$ cat config.mk
export PLATFORM = sky130hd
export DESIGN_NAME = regbank_arbiter
export DESIGN_NICKNAME = d
export VERILOG_FILES = /design/src/rtl/regbank_arbiter.sv
export SDC_FILE = /design/constraint.sdc
export NUM_CORES = 1
export LEC_CHECK = 0
export ABC_AREA = 1
export BUFFER_PORTS_ARGS = -buffer_cell sky130_fd_sc_hd__buf_2
export CAP_MARGIN = 20
export CORE_ASPECT_RATIO = 1.4
export CORE_MARGIN = 3
export CORE_UTILIZATION = 45
export DETAILED_ROUTE_END_ITERATION = 6
export PLACE_DENSITY = 0.77
export SYNTH_ARGS = -nofsm -noshare
export SYNTH_HDL_FRONTEND = slang
export SYNTH_SLANG_ARGS = --single-unit
$ cat constraint.sdc
create_clock -name clk -period 1.4 [get_ports clk]
set_input_delay 0.14 -clock clk [delete_from_list [all_inputs] [get_ports clk]]
set_output_delay 0.14 -clock clk [all_outputs]
set_load 0.005 [all_outputs]
$ cat src/rtl/regbank_arbiter.sv
`default_nettype none
// ============================================================================
//  Module   : regbank_arbiter
//  Purpose  : Shares one config/status register bank between the SPI (port 0)
//             and I2C (port 1) peripherals. One buffered request per port,
//             round-robin serialisation, registered bank drive, one-cycle
//             acknowledge with read data, saturating tie counter for debug.
//  Revision : 1.0 - initial release
// ============================================================================
module regbank_arbiter #(
    parameter int ADDR_W = 4,
    parameter int REG_W  = 8
) (
    input  logic              clk,
    input  logic              rstb,
    input  logic              ena,
    input  logic              p0_req,
    input  logic              p0_we,
    input  logic [ADDR_W-1:0] p0_addr,
    input  logic [REG_W-1:0]  p0_wdata,
    output logic              p0_ack,
    output logic [REG_W-1:0]  p0_rdata,
    input  logic              p1_req,
    input  logic              p1_we,
    input  logic [ADDR_W-1:0] p1_addr,
    input  logic [REG_W-1:0]  p1_wdata,
    output logic              p1_ack,
    output logic [REG_W-1:0]  p1_rdata,
    output logic [ADDR_W-1:0] bank_addr,
    output logic [REG_W-1:0]  bank_wdata,
    output logic              bank_we,
    input  logic [REG_W-1:0]  bank_rdata,
    output logic              busy,
    output logic [7:0]        conflict_cnt
);

    typedef enum logic [0:0] {
        S_IDLE   = 1'b0,
        S_ACCESS = 1'b1
    } state_t;

    state_t state_q, state_d;

    // Per-port request view, indexed by port number
    logic [1:0]        req_w;
    logic [1:0]        we_w;
    logic [ADDR_W-1:0] addr_w  [2];
    logic [REG_W-1:0]  wdata_w [2];

    assign req_w      = {p1_req, p0_req};
    assign we_w       = {p1_we, p0_we};
    assign addr_w[0]  = p0_addr;
    assign addr_w[1]  = p1_addr;
    assign wdata_w[0] = p0_wdata;
    assign wdata_w[1] = p1_wdata;

    // Pending slots
    logic [1:0]        slot_v_q;
    logic [1:0]        slot_we_q;
    logic [ADDR_W-1:0] slot_addr_q  [2];
    logic [REG_W-1:0]  slot_wdata_q [2];

    // Arbitration state
    logic              win_q, win_d;
    logic              last_grant_q;
    logic              start_w;
    logic              tie_w;
    logic [7:0]        conflict_cnt_q;

    // Registered outputs
    logic [ADDR_W-1:0] bank_addr_q;
    logic [REG_W-1:0]  bank_wdata_q;
    logic              bank_we_q;
    logic [1:0]        ack_q;
    logic [REG_W-1:0]  rdata_q [2];

    // FSM state register
    always_ff @(posedge clk or negedge rstb) begin
        if (!rstb) begin
            state_q <= S_IDLE;
        end else begin
            state_q <= state_d;
        end
    end

    // Next state and winner selection; a tie goes to the port not granted last
    always_comb begin
        state_d = state_q;
        win_d   = win_q;
        start_w = 1'b0;
        tie_w   = 1'b0;
        case (state_q)
            S_IDLE: begin
                if (ena && (|slot_v_q)) begin
                    state_d = S_ACCESS;
                    start_w = 1'b1;
                    tie_w   = &slot_v_q;
                    win_d   = tie_w ? ~last_grant_q : slot_v_q[1];
                end
            end
            S_ACCESS: state_d = S_IDLE;
            default:  state_d = S_IDLE;
        endcase
    end

    // Slot capture and release; the winner's slot frees on the ACCESS->IDLE edge,
    // so a request issued in the ack cycle is already accepted
    always_ff @(posedge clk or negedge rstb) begin
        if (!rstb) begin
            slot_v_q  <= '0;
            slot_we_q <= '0;
            for (int i = 0; i < 2; i++) begin
                slot_addr_q[i]  <= '0;
                slot_wdata_q[i] <= '0;
            end
        end else begin
            for (int i = 0; i < 2; i++) begin
                if (state_q == S_ACCESS && win_q == 1'(i)) begin
                    slot_v_q[i] <= 1'b0;
                end else if (ena && req_w[i] && !slot_v_q[i]) begin
                    slot_v_q[i]     <= 1'b1;
                    slot_we_q[i]    <= we_w[i];
                    slot_addr_q[i]  <= addr_w[i];
                    slot_wdata_q[i] <= wdata_w[i];
                end
            end
        end
    end

    // Grant bookkeeping, bank drive and the saturating tie counter
    always_ff @(posedge clk or negedge rstb) begin
        if (!rstb) begin
            win_q          <= 1'b0;
            last_grant_q   <= 1'b1;
            conflict_cnt_q <= '0;
            bank_addr_q    <= '0;
            bank_wdata_q   <= '0;
            bank_we_q      <= 1'b0;
        end else begin
            if (start_w) begin
                win_q        <= win_d;
                last_grant_q <= win_d;
                bank_addr_q  <= slot_addr_q[win_d];
                bank_wdata_q <= slot_wdata_q[win_d];
                bank_we_q    <= slot_we_q[win_d];
                if (tie_w && conflict_cnt_q != 8'hFF) begin
                    conflict_cnt_q <= conflict_cnt_q + 8'd1;
                end
            end else begin
                bank_addr_q  <= '0;
                bank_wdata_q <= '0;
                bank_we_q    <= 1'b0;
            end
        end
    end

    // Completion: one-cycle ack and read-data capture for the served port
    always_ff @(posedge clk or negedge rstb) begin
        if (!rstb) begin
            ack_q      <= '0;
            rdata_q[0] <= '0;
            rdata_q[1] <= '0;
        end else begin
            ack_q <= '0;
            if (state_q == S_ACCESS) begin
                ack_q[win_q]   <= 1'b1;
                rdata_q[win_q] <= bank_rdata;
            end
        end
    end

    assign p0_ack       = ack_q[0];
    assign p1_ack       = ack_q[1];
    assign p0_rdata     = rdata_q[0];
    assign p1_rdata     = rdata_q[1];
    assign bank_addr    = bank_addr_q;
    assign bank_wdata   = bank_wdata_q;
    assign bank_we      = bank_we_q;
    assign busy         = (state_q == S_ACCESS);
    assign conflict_cnt = conflict_cnt_q;

endmodule
`default_nettype wire

==> results of run 1 <==
worst max-delay path: stages, from the launching register on:
cell and delay, ps:
dfrtp_2 460, inv_2 80, nor2_4 30, nor2_2 120, nand3_4 240, o21ai_0 260
what timing repair did:
action,CTS,global route
gates resized for setup,0,7
hold buffers,1,0
endpoints found under the hold margin,69,0
endpoints found under the setup margin,0,32
setup buffers,0,0
cells by family (layout without fill, tap and decap cells):
group | after synthesis | count (layout) | synth area share
adders and majority gates | 1 | 1 | 0.004341
DFF | 70 | 70 | 0.6083
AOI/OAI and AO/OA | 59 | 59 | 0.1025
buffers and inverters | 55 | 145 | 0.08336
and+or+nand+nor | 129 | 129 | 0.1924
xor gates and xnor gates | 3 | 3 | 0.009120
cell type report:
cell class	count	area (sq um)
Inverter	46	173.9
Multi-Input combinational cell	192	918.4
Tap cell	70	87.58
Clock buffer	13	158.9
Timing Repair Buffer	85	483.0
Sequential cell	70	1755
Fill cell	545	2421
Clock inverter	1	30.03
state kept, by name (all words and copies together), names as in the netlist:
name and flops:
p1_rdata 8, slot_addr_q 8, bank_addr 4, ack_q 2, slot_wdata_q 16, busy 1
last_grant_q 1, bank_we 1, slot_we_q 2, slot_v_q 2, conflict_cnt 8, p0_rdata 8
win_q 1, bank_wdata 8
power by group:
group | total, W | switching [W] | leakage, nW | internal (W)
combinational | 0.00222 | 0.00122 | 0.985 | 0.00100
clock | 0.00158 | 0.000675 | 0.0956 | 0.000902
sequential | 0.00345 | 0.000550 | 0.872 | 0.00290
total | 0.00726 | 0.00245 | 1.95 | 0.00481
routing by layer:
layer / share of wire / up-vias / track usage / wire length, um
met5: 0 / - / 0 / 0
met1: 0.40 / 1051 / 0.2105 / 2325
met4: 0.026 / 0 / 0.09066 / 149
met2: 0.51 / 69 / 0.2807 / 2996
met3: 0.061 / 14 / 0.04691 / 354
li1: - / 1153 / - / -
cells in the mapped netlist, types with 4 or more instances:
cell type / number / area (sq um)
inv_1: 42 / 157.7
o21ai_0: 48 / 240.2
dfrtp_1: 69 / 1727
nand2_2: 4 / 25.02
nand3_1: 5 / 25.02
nand2_1: 72 / 270.3
a21oi_1: 8 / 40.04
nor2_1: 39 / 146.4
buf_2: 4 / 20.02
path summary, 6_finish.rpt:
path	slack, ps	to	startpoint	depth (start not counted)
hold reg to reg	470	last_grant_q	last_grant_q	2
setup reg to reg	110	slot_wdata_q[14]	busy	5
min in group asynchronous	350	slot_we_q[0]	rstb	3
max in group asynchronous	740	last_grant_q	rstb	3
hold / removal	40	slot_wdata_q[5]	p1_wdata[5]	3
setup / recovery	110	slot_wdata_q[14]	busy	5
stage by stage:
step                setup TNS [ps]  instance area [sq um]  hold WS (ps)
global route                -47.86                   3607         32.66
CTS                              0                   3575         22.13
finish                           0                   3607         38.95
detailed placement               0                   3376         189.2
global placement                 0                   3376         187.1
floorplan                        0                   2882        -155.6
==> out/results.md, run 1 <==
| Result | Value |
| --- | --- |
| Outcome | completed |
| Count of antenna diodes in the layout | 0 |
| Total of buffers placed on input and output ports | 78 |
| Max-cap violations | 0 |
| Initial Utilization | 0.4780 |
| Synth warnings | 0 |
| Number of iterations in the first detailed-routing pass | 4 |
| Static Leakage | 1.952 nW |
| Wire length per cell after detailed routing | 12.21 um |
| Avg Vias per Cell | 4.795 |
| Clk sinks | 70 |
| Worst IR Drop VDD | 0.9768 mV |
| Layout overhead on the synthesized area | 25.18% |
| Post-DP HPWL | 4127 um |
| Share of the clock period used by the worst path | 0.9189 |
| Final total power | 0.007255 W |
| Dominant register cell in the synthesized netlist | dfrtp_1 |
| Most common cell after layout, fill and taps aside | buf_2 |
| Most frequent cells in the layout | buf_2 (78), nand2_1 (72), dfrtp_1 (67) |
| Inserted Clock Buffers | 9 |
| Root cell of the clock tree | clkbuf_8 |
| Share of layout cells above drive strength 1 | 0.2850 |
| DR vias | 2287 |
| Final Wtd Congestion | 0.7619 |
| Largest buffer count on any clock path | 2 |
| Synthesized area | 2882 sq um |
| Number of library cell types mapped by synthesis | 25 |
| Initial antenna violation count | 0 |
| Largest driver fanout on the critical path | 27 |
| DRC marker count from the first detailed-route iteration | 71 |
| # setup viols final | 0 |
| Cell count after placement | 462 |
| Post-Synthesis Net Count | 357 |
| Number of endpoints with negative hold slack in the final report | 0 |
| Die Wd | 73.63 um |
| Worst setup path class | reg2reg |
| Tightest Hold Check Type | in2reg |
| Critical path capture point type | register |
| Total DRC errors in the routed layout | 0 |
| Clock tree from TritonCTS | yes |
| Routed wire length | 5826 um |
| Total power per unit cell area | 2011 nW/um^2 |
| Worst-Skew Late Latency | 340 ps |
| Critical path startpoint category | register |
| Setup skew after layout | 6.855 ps |
| Site Rows | 33 |
| Setup repair after global routing missed its margin | true |
| Required time of the critical path | 1640 ps |
| Die height | 100.7 um |
| Share of the core filled with cells | 0.5984 |
| Remaining antenna violation count after routing | 0 |
| Global-route usage over all layers | 0.1742 |
| Total gr overflow | 0 |
| Number of top-level pins | 79 |
| Final critical delay including setup and external delays | 1287 ps |
| Part of the Yosys area used for sequential elements | 0.6083 |
| Number of standard cells in the layout, taps in and fillers out | 477 |
| Final-stage net count | 444 |
| DP Worst Slack | 64.41 ps |
| Floorplan die area | 7413 sq um |
| First-pass GRT wire length | 9784 um |
| Highest Clock Rate | 0.7773 GHz |
| Remaining max-slew budget at the tightest pin | 0.7628 |
| Min setup slack post-route | 113.5 ps |
| Number of global-route vias before repair | 2211 |
| Post-synthesis sequential element count | 70 |
| Number of synthesized flops with an enable pin | 0 |
| Data arrival, critical path | 1530 ps |
| Largest net degree at the start of global routing | 71 |
| Share of synthesized registers carrying an async set or reset | 1.000 |
| Core area | 6028 sq um |
| Clock edge transition at the registers on the reported setup and hold paths | 60 ps |
| Synthesized area divided by synthesized cell count | 9.090 sq um |
| Synthesized instance count | 317 |
| Final Max Tran Viols | 0 |
| H-tree depth | 3 |
| Worst-margin pin slew | 355.9 ps |
No activity file was read; power rests on OpenSTA's default activity.
==> run 2: changes to the inputs <==
--- a/config.mk
+++ b/config.mk
@@ -12,7 +12,7 @@
 export CORE_MARGIN = 3
 export CORE_UTILIZATION = 45
 export DETAILED_ROUTE_END_ITERATION = 6
-export PLACE_DENSITY = 0.77
+export PLACE_DENSITY = 0.7
 export SYNTH_ARGS = -nofsm -noshare
 export SYNTH_HDL_FRONTEND = slang
 export SYNTH_SLANG_ARGS = --single-unit
==> run 2 against run 1 <==
Effect of this change:
- core utilization is 0.83 points higher
- sequential cell count is the same
- maximum frequency down 3.4%
- die area unchanged
- total power barely moved
- register-to-register slack worse by 50 ps
- largest power group unchanged
- non-clock buffer count is 2 higher
- final area increased by 1.4%
- sequential power hardly changed
==> out/results.md, run 2 (same netlist as run 1, synthesis figures left out) <==
| Result | Value | vs previous |
| --- | --- | --- |
| Outcome | completed |  |
| Sum of buffers and inverters on the critical path | 1 | unchanged |
| Critical path capture point type | register |  |
| Site Rows | 33 | unchanged |
| Worst reg2reg path startpoint | busy |  |
| Post-DP HPWL | 4366 um | +5.8% |
| Initial Utilization | 0.4780 | unchanged |
| Remaining max-slew budget at the tightest pin | 0.7785 | +0.01574 |
| Routed wire length | 6266 um | +7.6% |
| DRC marker count from the first detailed-route iteration | 62 | -13% |
| Inserted Clock Buffers | 9 | unchanged |
| Setup repair after global routing missed its margin | true |  |
| Required time of the critical path | 1620 ps | -20 ps |
| Total gr overflow | 0 | unchanged |
| DP Worst Slack | 51.59 ps | -12.83 ps |
| Max-cap violations | 0 | unchanged |
| Critical path startpoint category | register |  |
| Number of top-level pins | 79 | unchanged |
| Clock tree from TritonCTS | yes |  |
| Number of iterations in the first detailed-routing pass | 4 | unchanged |
| Termination of the worst setup path | bank_wdata[4] |  |
| Worst setup path class | reg2reg |  |
| Number of endpoints with negative hold slack in the final report | 0 | unchanged |
| Die Wd | 73.63 um | unchanged |
| Share of the clock period used by the worst path | 0.9511 | +0.03219 |
| Number of cells on the worst reg-to-reg path | 5 | unchanged |
| Reg-to-reg slack, setup | 70 ps | -50 ps |
| Tightest Hold Check Type | in2reg |  |
| Layout fillers | 522 | -4.2% |
| Remaining antenna violation count after routing | 0 | unchanged |
| Number of global-route vias before repair | 2130 | -3.7% |
| Levels on crit path | 5 | unchanged |
| Worst IR Drop VDD | 0.8742 mV | -11% |
| Largest driver fanout on the critical path | 10 | -63% |
| Total DRC errors in the routed layout | 0 | unchanged |
| Total power per unit cell area | 1984 nW/um^2 | -1.4% |
| Global-route usage over all layers | 0.1747 | +0.0004134 |
| Largest buffer count on any clock path | 2 | unchanged |
| Highest Clock Rate | 0.7510 GHz | -3.4% |
| Cell family contributing the most delay on the critical path | flip-flops |  |
| Worst hold-check slack | 37.67 ps | -1.283 ps |
| Clock edge transition at the registers on the reported setup and hold paths | 70 ps | about the same |
| H-tree depth | 3 | unchanged |
| Final Max Tran Viols | 0 | unchanged |
| Initial antenna violation count | 0 | unchanged |
| First-pass GRT wire length | 9777 um | about the same |
| Final total power | 0.007256 W | about the same |
| Floorplan die area | 7413 sq um | unchanged |
| Worst-margin pin slew | 332.3 ps | -23.60 ps |
| Wire length per cell after detailed routing | 12.97 um | +6.2% |
| Total of buffers placed on input and output ports | 78 | unchanged |
| Worst-Skew Late Latency | 340 ps | about the same |
| Worst r2r dst | bank_wdata[4] |  |
| Final-stage net count | 448 | +0.90% |
| Root cell of the clock tree | clkbuf_8 |  |
| Highest-delay cell along the critical path | dfrtp_1 |  |
| Delay of the slowest cell on the worst path | 470 ps | about the same |
| Die height | 100.7 um | unchanged |
| Static Leakage | 1.973 nW | +1.1% |
| Clk sinks | 70 | unchanged |
| Setup skew after layout | 11.17 ps | +4.317 ps |
| Most common cell after layout, fill and taps aside | buf_2 |  |
| Final Wtd Congestion | 0.7770 | +2.0% |
| Core area | 6028 sq um | unchanged |
| Count of antenna diodes in the layout | 0 | unchanged |
| Flip-flop count of the largest register, all copies and words added | 16 | unchanged |
| Share of layout cells above drive strength 1 | 0.2954 | +0.01039 |
| Avg Vias per Cell | 4.702 | -1.9% |
| Start point of the critical path | busy |  |
| Min setup slack post-route | 68.43 ps | -45.06 ps |
| # setup viols final | 0 | unchanged |
| Reg with most FFs | slot_wdata_q |  |
| Most frequent cells in the layout | buf_2 (78), nand2_1 (72), dfrtp_1 (69) |  |
| Cells traversed along the worst timing path | nor2_4 > nand3_2 > buf_12 > o21ai_0 > nor2_1 |  |
| Data arrival, critical path | 1550 ps | +20 ps |
| Largest net degree at the start of global routing | 37 | -48% |
| Layout overhead on the synthesized area | 26.92% |  |
| Final critical delay including setup and external delays | 1332 ps | +45.06 ps |
| DR vias | 2271 | -0.70% |
## run 2: changes by cell type in the layout (fill, tap and decap cells not counted), sizes merged
cell      previous run  this run
buf                 84        86
bufinv               1         0
clkinv               1         3
clkinvlp             0         1
nand3                7         9
## run 2: repair_timing
item / in CTS / in global routing
hold buffers: 1 / 0
gates resized for setup: 0 / 7
endpoints found under the hold margin: 25 / 0
endpoints found under the setup margin: 0 / 20
setup buffers: 0 / 1
## run 2: final cells by class
cell class                 instances  area [sq um]  area share
multi-input combinational        194         945.9      0.2586
inverter                          46         173.9     0.04755
tap                               70         87.58     0.02395
clock buffer                      13         168.9     0.04619
sequential                        70          1753      0.4793
timing repair buffer              87         510.5      0.1396
clock inverter                     3         17.52    0.004790
## run 2: metrics by stage
| stage | instance area (sq um) | utilization | setup TNS (ps) | cells |
|---|---|---|---|---|
| global route | 3657 | 0.6067 | -105.0 | 483 |
| floorplan | 2882 | - | 0 | 317 |
| finish | 3657 | 0.6067 | 0 | 483 |
| CTS | 3592 | 0.5959 | 0 | 480 |
| detailed placement | 3396 | 0.5633 | 0 | 463 |
| global placement | 3396 | 0.5633 | 0 | 463 |
## run 2: layer usage
metal | share of wire | GRT usage | vias to the layer above
li1 | - | - | 1170
met2 | 0.50 | 0.2828 | 72
met4 | 0.015 | 0.07252 | 0
met3 | 0.061 | 0.05589 | 7
met1 | 0.42 | 0.2125 | 1022
met5 | 0 | 0 | -
## run 2: report_power, final
group	switching (W)	leakage [nW]	internal, W
clock network	0.000705	0.0954	0.000783
logic	0.00130	1.00	0.00103
registers	0.000536	0.874	0.00290
total	0.00254	1.97	0.00471
## run 2: how the worst min path moves through the flow
stage	startpoint	to	cells past startpoint
2_1_floorplan	rstb	ack_q[0]	0
3_3_place_gp	rstb	slot_wdata_q[4]	1
3_5_place_dp	rstb	slot_addr_q[0]	1
4_1_cts	bank_rdata[7]	p0_rdata[7]	3
6_report	p1_we	slot_we_q[1]	3
5_1_grt	p0_addr[0]	slot_addr_q[4]	3
## run 2: tightest hold or removal path, delay by kind of cell
| kind | cells | cell delay, ps |
|---|---|---|
| buffers and inverters | 2 | 120 |
| AOI/OAI and AO/OA | 1 | 70 |
==> run 3: changes to the inputs <==
--- a/config.mk
+++ b/config.mk
@@ -10,9 +10,8 @@
 export CAP_MARGIN = 20
 export CORE_ASPECT_RATIO = 1.4
 export CORE_MARGIN = 3
-export CORE_UTILIZATION = 45
+export CORE_UTILIZATION = 41
 export DETAILED_ROUTE_END_ITERATION = 6
-export PLACE_DENSITY = 0.7
 export SYNTH_ARGS = -nofsm -noshare
 export SYNTH_HDL_FRONTEND = slang
 export SYNTH_SLANG_ARGS = --single-unit
==> run 3 against run 2 <==
Effect of this change:
- maximum frequency rose by 3.2%
- critical path type unchanged
- clock-buffer cell count shrank 1
- wire length is 2.1% lower
- cell count is 4.1% higher
- setup slack improved by 41 ps
- largest cell class unchanged
- global-route usage decreased by 1.7 points
- critical endpoint is now conflict_cnt[1]
- combinational power shrank 2%
- clock power is 9% lower
- largest power group unchanged
==> out/results.md, run 3 (same netlist as run 1, synthesis figures left out) <==
| Result | Value | vs previous |
| --- | --- | --- |
| Critical path capture point type | register |  |
| Die Wd | 76.85 um | +4.4% |
| Remaining max-slew budget at the tightest pin | 0.7782 | about the same |
| Final Wtd Congestion | 0.7494 | -3.6% |
| Worst reg2reg path startpoint | conflict_cnt[0] |  |
| Layout fillers | 683 | +31% |
| Min setup slack post-route | 109.9 ps | +41.48 ps |
| Clock tree from TritonCTS | yes |  |
| DRC marker count from the first detailed-route iteration | 79 | +27% |
| Remaining antenna violation count after routing | 0 | unchanged |
| Final setup TNS | 0 ps | unchanged |
| Most common cell after layout, fill and taps aside | buf_2 |  |
| Core area | 6700 sq um | +11% |
| Critical path startpoint category | register |  |
| Number of standard cells in the layout, taps in and fillers out | 503 | +4.1% |
| # setup viols final | 0 | unchanged |
| Die height | 105.2 um | +4.5% |
| Number of endpoints with negative hold slack in the final report | 0 | unchanged |
| DR vias | 2284 | +0.57% |
| Clk sinks | 70 | unchanged |
| Largest net degree at the start of global routing | 39 | +5.4% |
| Number of cells on the worst reg-to-reg path | 8 | +3 |
| DP Worst Slack | 69.99 ps | +18.41 ps |
| Total of buffers placed on input and output ports | 78 | unchanged |
| Worst-margin pin slew | 331.5 ps | -0.7118 ps |
| Most frequent cells in the layout | buf_2 (78), nand2_1 (72), dfrtp_1 (67) |  |
| Routed wire length | 6136 um | -2.1% |
| Number of top-level pins | 79 | unchanged |
| Number of global-route vias before repair | 2195 | +3.1% |
| Inserted Clock Buffers | 9 | unchanged |
| P_sw | 0.002481 W | -2.4% |
| Hold path cells | 3 | unchanged |
| Hold Crit Start | p0_we |  |
| Final-stage net count | 448 | unchanged |
| Share of the clock period used by the worst path | 0.9215 | -0.02963 |
| Worst setup path class | reg2reg |  |
| H-tree depth | 3 | unchanged |
| Worst IR Drop VDD | 0.9444 mV | +8.0% |
| Register share of total power | 0.485 | +0.012 |
| Total gr overflow | 0 | unchanged |
| Largest buffer count on any clock path | 2 | unchanged |
| Wire length per cell after detailed routing | 12.20 um | -6.0% |
| Data arrival, critical path | 1520 ps | -30 ps |
| Static Leakage | 1.944 nW | -1.5% |
| Number of iterations in the first detailed-routing pass | 4 | unchanged |
| Setup repair after global routing missed its margin | false |  |
| Share of layout cells above drive strength 1 | 0.2920 | -0.003429 |
| Worst-Skew Late Latency | 330 ps | about the same |
| Max-cap violations | 0 | unchanged |
| Reg-to-reg slack, setup | 110 ps | +40 ps |
| Initial antenna violation count | 0 | unchanged |
| Largest driver fanout on the critical path | 9 | -1 |
| Reg with most FFs | slot_wdata_q |  |
| Highest-delay cell along the critical path | dfrtp_1 |  |
| Flip-flop count of the largest register, all copies and words added | 16 | unchanged |
| Final critical delay including setup and external delays | 1290 ps | -41.48 ps |
| Delay of the slowest cell on the worst path | 410 ps | -60 ps |
| Final Max Tran Viols | 0 | unchanged |
| Setup skew after layout | 7.537 ps | -3.635 ps |
| Root cell of the clock tree | clkbuf_8 |  |
| Destination of the worst hold path | slot_we_q[0] |  |
| Floorplan die area | 8084 sq um | +9.1% |
| Required time of the critical path | 1630 ps | about the same |
| Cells traversed along the worst timing path | ha_2 > inv_1 > nor2_1 > nand2_1 > nand2_4 > inv_2 > nand2_1 > nand2_1 |  |
| Clock edge transition at the registers on the reported setup and hold paths | 70 ps | about the same |
| Outcome | completed |  |
| Highest Clock Rate | 0.7751 GHz | +3.2% |
| Initial Utilization | 0.4301 | -0.04793 |
| Standard cell area after detailed placement | 3398 sq um | about the same |
| Layout overhead on the synthesized area | 25.84% |  |
| Post-DP HPWL | 4231 um | -3.1% |
| Internal Pwr Total | 0.004560 W | -3.3% |
| Top cell by count, worst path | nand2_1 |  |
| Total DRC errors in the routed layout | 0 | unchanged |
| Switching portion of total power | 0.3524 | +0.002169 |
| Total power per unit cell area | 1942 nW/um^2 | -2.1% |
| Clk network pwr share | 0.192 | -0.013 |
| First-pass GRT wire length | 10030 um | +2.6% |
| Tightest Hold Check Type | in2reg |  |
| Combinational share of power | 0.323 | about the same |
| Avg Vias per Cell | 4.541 | -3.4% |
| Global-route usage over all layers | 0.1572 | -0.01748 |
| Site Rows | 35 | +6.1% |
| Cell count after placement | 485 | +4.8% |
| Worst r2r dst | conflict_cnt[1] |  |
| Area of all placed cells without fillers | 3626 sq um | -0.86% |
| Share of the core filled with cells | 0.5412 | -0.06551 |
| Count of antenna diodes in the layout | 0 | unchanged |
==> run 3: worst max-delay path by stage <==
stage,from,to,cells past startpoint
2_1_floorplan,busy,slot_addr_q[0],5
3_3_place_gp,conflict_cnt[1],conflict_cnt[7],8
3_5_place_dp,conflict_cnt[0],conflict_cnt[5],8
4_1_cts,conflict_cnt[0],conflict_cnt[7],8
5_1_grt,slot_v_q[1],conflict_cnt[4],6
6_report,conflict_cnt[0],conflict_cnt[1],8
==> run 3: final cells by class <==
class | instances | area [sq um] | area share
Sequential cell | 70 | 1755 | 0.4841
Multi-Input combinational cell | 194 | 940.9 | 0.2595
Timing Repair Buffer | 87 | 485.5 | 0.1339
Inverter | 46 | 173.9 | 0.04796
Clock buffer | 12 | 145.1 | 0.04003
Tap cell | 92 | 115.1 | 0.03175
Clock inverter | 2 | 10.01 | 0.002761
==> run 3: routing by layer <==
| metal | GRT usage | share of wire |
|---|---|---|
| met1 | 0.1973 | 0.45 |
| met2 | 0.2456 | 0.47 |
| met3 | 0.04138 | 0.058 |
| met4 | 0.08549 | 0.022 |
| met5 | 0 | 0 |
==> run 3: worst max-delay path, delay by kind of cell (launching register included) <==
kind	cells	cell delay (ps)
fa+ha+maj	1	230
simple gates	5	420
flops	1	410
buf+inv	2	120
==> run 3: power by group through the flow <==
stage	Combinational (W)	Clock, W	Sequential (W)
after floorplan	0.00133	0	0.00341
after global placement	0.00213	0	0.00343
after detailed placement	0.00220	0	0.00343
after CTS	0.00221	0.00138	0.00340
after global routing	0.00266	0.00148	0.00352
final	0.00228	0.00135	0.00341
==> run 3: what timing repair did <==
item	CTS	global route
setup endpoints to repair	0	30
hold endpoints to repair	69	0
gates resized for setup	0	10
setup buffers	0	1
hold buffers	1	0
==> run 3: through the flow <==
stage | power (W) | hold WS (ps)
6_report | 0.007041 | 38.22
5_1_grt | 0.007653 | 46.33
4_1_cts | 0.006986 | 33.48
3_5_place_dp | 0.005627 | -17.89
3_3_place_gp | 0.005557 | -16.43
2_1_floorplan | 0.004732 | -155.6
